[config.mk]
export PLATFORM = sky130hd
export DESIGN_NAME = pipe_ctrl
export DESIGN_NICKNAME = d
export VERILOG_FILES = /design/src/rtl/pipe_ctrl_pkg.sv /design/src/rtl/pipe_ctrl.sv
export SDC_FILE = /design/constraint.sdc
export NUM_CORES = 1
export LEC_CHECK = 0
export BUFFER_PORTS_ARGS = -buffer_cell sky130_fd_sc_hd__buf_2
export CORE_UTILIZATION = 46
export CTS_CLUSTER_DIAMETER = 80
export DETAILED_ROUTE_END_ITERATION = 12
export GPL_TIMING_DRIVEN = 0
export PLACE_DENSITY_LB_ADDON = 0.12
export SLEW_MARGIN = 20
export SYNTH_ARGS = -nofsm -noshare
export SYNTH_HDL_FRONTEND = slang
export SYNTH_SLANG_ARGS = --single-unit
[constraint.sdc]
create_clock -name clk -period 2 [get_ports clk]
set_input_delay 0.1 -clock clk [delete_from_list [all_inputs] [get_ports clk]]
set_output_delay 0.1 -clock clk [all_outputs]
set_load 0.05 [all_outputs]
[src/rtl/pipe_ctrl_pkg.sv]
// Shared types and constants for the pipeline sequencing controller.
// Stall vectors are indexed [0]=PC [1]=IF [2]=ID [3]=EX [4]=MEM [5]=WB.
package pipe_ctrl_pkg;

    localparam int STALL_W = 6;

    localparam logic [STALL_W-1:0] STALL_NONE    = 6'b000000;
    localparam logic [STALL_W-1:0] STALL_FROM_ID = 6'b000111;
    localparam logic [STALL_W-1:0] STALL_FROM_EX = 6'b001111;

    localparam logic [31:0] ZERO_WORD = 32'h0000_0000;

    typedef enum logic [1:0] {
        CTRL_IDLE  = 2'd0,
        CTRL_MULTI = 2'd1,
        CTRL_FLUSH = 2'd2
    } ctrl_state_e;

endpackage

[src/rtl/pipe_ctrl.sv]
// Pipeline sequencing controller: per-stage stall vector, multi-cycle EX
// countdown, timed exception flush with redirect PC, and a stall-cycle counter.
module pipe_ctrl
    import pipe_ctrl_pkg::*;
#(
    parameter int CNT_W        = 6,
    parameter int FLUSH_CYCLES = 2
) (
    input  logic                clk,
    input  logic                rst,
    input  logic                stallreq_from_id,
    input  logic                stallreq_from_ex,
    input  logic                ex_multi_start,
    input  logic [CNT_W-1:0]    ex_multi_cycles,
    input  logic                excp_valid,
    input  logic [31:0]         excp_pc,
    output logic [STALL_W-1:0]  stall,
    output logic                ex_multi_last,
    output logic                ex_busy,
    output logic                flush,
    output logic [31:0]         flush_pc,
    output logic [31:0]         stall_cycles
);

    localparam logic [2:0] FCNT_INIT = 3'(FLUSH_CYCLES - 1);

    ctrl_state_e        state_q, state_d;
    logic [CNT_W-1:0]   rem_q, rem_d;
    logic [2:0]         fcnt_q, fcnt_d;
    logic               flush_q, flush_d;
    logic [31:0]        flush_pc_q, flush_pc_d;
    logic [31:0]        stall_cycles_q, stall_cycles_d;

    // NOTE: sequential state uses non-blocking assignments so every register
    // samples the pre-edge values of the others, independent of statement order.
    always_ff @(posedge clk or posedge rst) begin
        if (rst) begin
            state_q        <= CTRL_IDLE;
            rem_q          <= '0;
            fcnt_q         <= '0;
            flush_q        <= 1'b0;
            flush_pc_q     <= ZERO_WORD;
            stall_cycles_q <= '0;
        end else begin
            state_q        <= state_d;
            rem_q          <= rem_d;
            fcnt_q         <= fcnt_d;
            flush_q        <= flush_d;
            flush_pc_q     <= flush_pc_d;
            stall_cycles_q <= stall_cycles_d;
        end
    end

    // NOTE: every output of this block is assigned a default first, so no
    // path through the case statement can infer a latch.
    always_comb begin
        state_d       = state_q;
        rem_d         = rem_q;
        fcnt_d        = fcnt_q;
        flush_d       = flush_q;
        flush_pc_d    = flush_pc_q;
        stall         = STALL_NONE;
        ex_multi_last = 1'b0;
        ex_busy       = 1'b0;

        // Combinational outputs are forced quiet while reset is held.
        if (!rst) begin
            unique case (state_q)
                CTRL_IDLE, CTRL_MULTI: begin
                    if (excp_valid) begin
                        flush_d    = 1'b1;
                        flush_pc_d = excp_pc;
                        fcnt_d     = FCNT_INIT;
                        rem_d      = '0;
                        state_d    = CTRL_FLUSH;
                    end else if (state_q == CTRL_MULTI && rem_q != '0) begin
                        ex_busy = 1'b1;
                        stall   = STALL_FROM_EX;
                        rem_d   = rem_q - 1'b1;
                    end else begin
                        // Final MULTI cycle: EX advances, so IDLE request rules apply.
                        if (state_q == CTRL_MULTI) begin
                            ex_busy       = 1'b1;
                            ex_multi_last = 1'b1;
                            state_d       = CTRL_IDLE;
                        end
                        if (state_q == CTRL_IDLE && ex_multi_start && ex_multi_cycles > CNT_W'(1)) begin
                            ex_busy = 1'b1;
                            stall   = STALL_FROM_EX;
                            rem_d   = ex_multi_cycles - CNT_W'(2);
                            state_d = CTRL_MULTI;
                        end else begin
                            if (state_q == CTRL_IDLE && ex_multi_start)
                                ex_multi_last = 1'b1;
                            if (stallreq_from_ex)
                                stall = STALL_FROM_EX;
                            else if (stallreq_from_id)
                                stall = STALL_FROM_ID;
                        end
                    end
                end
                CTRL_FLUSH: begin
                    if (fcnt_q == '0) begin
                        flush_d = 1'b0;
                        state_d = CTRL_IDLE;
                    end else begin
                        fcnt_d = fcnt_q - 1'b1;
                    end
                end
                default: state_d = CTRL_IDLE;
            endcase
        end

        stall_cycles_d = stall_cycles_q;
        if (stall[0] && stall_cycles_q != 32'hFFFF_FFFF)
            stall_cycles_d = stall_cycles_q + 32'd1;
    end

    assign flush        = flush_q;
    assign flush_pc     = flush_pc_q;
    assign stall_cycles = stall_cycles_q;

endmodule

==> results.ini <==
[clock_network]
cts.path.max_buffers = 2
cts.sinks = 76
htree_levels = 3
cts_tree = done
root_buffer = clkbuf_8
cts-buffers-inserted = 9
clk_pin_slew_ns = 0.08
clk-insertion-delay-late_ns = 0.34

[critical_path]
crit_slowest_cell = dfrtp_1
path_max_fanout = 4
criticalPathCategory = reg -> out
critPathLaunchType = flip-flop
crit_top_cell = buf_6
endpoint_kind = output port
reg2regPathDepth = 7
worst_ep_required_time_ns = 1.90
cpPeakStageDelay_ns = 0.44
cp_cell_sequence = nor4_4 -> a21o_1 -> a31oi_4 -> buf_6 -> buf_4 -> buf_6
reg2reg_slack_ns = 0.07
arrival_ns = 1.89

[cells_and_area]
final_cells = 670
area_growth_syn_to_layout_pct = 39.4
drive_above_1_share_pct = 31.7
utilization_pct = 66.4
nNetsFinal = 613
antenna_cells = 0

[die]
die_w_um = 91.7
core_area_sq_um = 7770
die-area_sq_um = 8400
start_util_pct = 47.6
fp.dieH_um = 91.7
row_count = 32
io_pins = 117

[place]
portBuffers = 113
dp_slack_ns = -0.0688
hpwl_um = 6060
gp_congestion = 0.851
dp.cells = 609

[detailed_routing]
wl_met2_um = 4710
ant_nets = 0
post_drt_wl_per_cell_um = 13.9
met1_length_um = 4000
via_per_inst = 5.20
top_layer = met4
wirelength_um = 9290
dr_wl_met3_um = 490
route.vias.total = 3483
drc = 0
drt_iter0_markers = 157
first_pass_iters = 4

[sta]
whs_ns = 0.0803
skew_ns = 0.0106
fin_crit_ns = 1.99
tightest_slew_ns = 0.679
slew-limit-headroom_pct = 54.7
period_share_pct = 99.7
rsz0062_at_grt = true
setup_viol_count_final = 0
hold_violations = 0
fmax_mhz = 502
drv_slew = 0
worst_slack_ns = 0.00658
fin_tns_setup_ns = 0

[logic_synthesis]
synth_area_leaders = dfrtp_1 51%, nand2_1 11%, xnor2_1 7.8%, nand4_1 4.2%, and3_1 2.4%
syn_avg_cell_area_sq_um = 9.46
async_reset_ff_share_pct = 100
ys_seq_area_share_pct = 51.4
synth_top_cell_by_area = dfrtp_1
yosysUniqueCellTypes = 42
synth_ff_type = dfrtp_1
synth_cells = 391
ys_seq_elements = 76
yosysWarnings = 0
synth_top_area_share_pct = 51.4
netlist_area_sq_um = 3700
synth_edf_count = 0

[hold_path]
hold_path_class = in -> reg
holdPathStages = 4

[run]
max_cap_violations = 0

[outcome]
status = finished, final reports clean

[global_routing]
grt_usage_pct = 22.8
grt_max_degree = 34
first_global_vias = 3327
gr-total-overflow = 0
antenna_found_initial = 0
grt_pass1_wl_um = 15300

[power_and_ir_drop]
p_int_uw = 3360
seqPwrFrac_pct = 35.9
p_clk_share_pct = 16.7
ir_drop_uv = 986
p_sw_share_pct = 47.6
power.density_nw_per_um2 = 1240
comb_power_share_pct = 47.4
p_leak_uw = 0.00264
power.switching_uw = 3050

worst paths after layout:
check,start,to
max,rem_q[5]$_DFFE_PP0P_,stall[2]
min,ex_multi_cycles[0],rem_q[0]$_DFFE_PP0P_
max reg2reg,state_q[1]$_DFFE_PP0P_,rem_q[3]$_DFFE_PP0P_
min reg2reg,flush_pc[14]$_DFFE_PP0P_,flush_pc[14]$_DFFE_PP0P_
max in group asynchronous,rst,stall_cycles[19]$_DFFE_PP0P_
min in group asynchronous,rst,flush_pc[8]$_DFFE_PP0P_
cells in the final DEF, fill, tap and decap left out, types with 7 or more instances in the layout:
master	n
and4_1	7
nand3_1	16
nand4_1	25
inv_1	7
clkbuf_8	11
nand2_1	110
dfrtp_2	11
dlygate4sd3_1	33
buf_2	109
o21ai_0	9
a21oi_1	9
dfrtp_1	65
nor2_1	18
buf_4	18
xnor2_1	33
and3_1	14
buf_6	7
cells by family (layout without fill, tap and decap cells):
| kind of cell | Yosys count | in the layout | share of synthesized area, % |
|---|---|---|---|
| simple gates | 212 | 212 | 27.3 |
| flops | 76 | 76 | 51.4 |
| compound gates | 34 | 34 | 6.97 |
| xor+xnor | 34 | 34 | 8.05 |
| buf+inv | 27 | 203 | 3.86 |
| fa+ha+maj | 6 | 6 | 2.03 |
| other cells | 1 | 2 | 0.101 |
| mux | 1 | 1 | 0.304 |
timing repair:
action | CTS | global route
hold endpoints to repair | 54 | 0
endpoints found under the setup margin | 21 | 39
pin swaps | 3 | 3
buffers inserted | 3 | 8
gates resized for setup | 15 | 24
hold buffers | 33 | 0
gates cloned | 0 | 1
metrics by stage:
stage | area [sq um] | total power (uW)
finish | 5150 | 6410
floorplan | 3720 | 4430
global placement | 4410 | 5060
global route | 5150 | 6780
detailed placement | 4450 | 5110
CTS | 5030 | 6290
area by class of cell:
class,instances,area (sq um)
Fill cell,652,2610
Sequential cell,76,1920
Multi-Input combinational cell,289,1700
Timing Repair Buffer,159,1050
Clock buffer,12,155
Buffer,19,140
Tap cell,102,128
Inverter,8,33.8
Clock inverter,4,25.0
Timing Repair inverter,1,5.00
critical path: cells and delay by family (launching register included):
family	cells	cell delay, ns
and+or+nand+nor	1	0.32
buffers and inverters	3	0.41
DFF	1	0.44
AOI/OAI and AO/OA	2	0.38
synth_stat cells, types with 5 or more instances:
cell type,n
a21oi_1,9
and3_1,14
and4_1,8
clkbuf_1,9
dfrtp_1,76
ha_1,6
inv_1,8
nand2_1,111
nand3_1,16
nand4_1,25
nor2_1,18
nor3_1,5
o21ai_0,9
xnor2_1,33
flip-flops by register name (all words and copies together), names as in the netlist:
name,flops
flush_pc,32
stall_cycles,32
flush,1
rem_q,6
state_q,2
fcnt_q,3
per-layer routing:
metal	vias to the layer above	track usage, %
li1	1677	-
met1	1674	29.9
met2	123	37.9
met3	9	4.73
met4	0	7.41
met5	-	0
power groups by stage:
stage          Sequential, uW  Clock [uW]  Combinational [uW]
5_1_grt                  2360        1170                3250
6_report                 2300        1070                3040
3_5_place_dp             2310           0                2810
4_1_cts                  2290        1100                2910
3_3_place_gp             2300           0                2760
2_1_floorplan            3540           0                 896
Power figures use the tool's default switching activity.
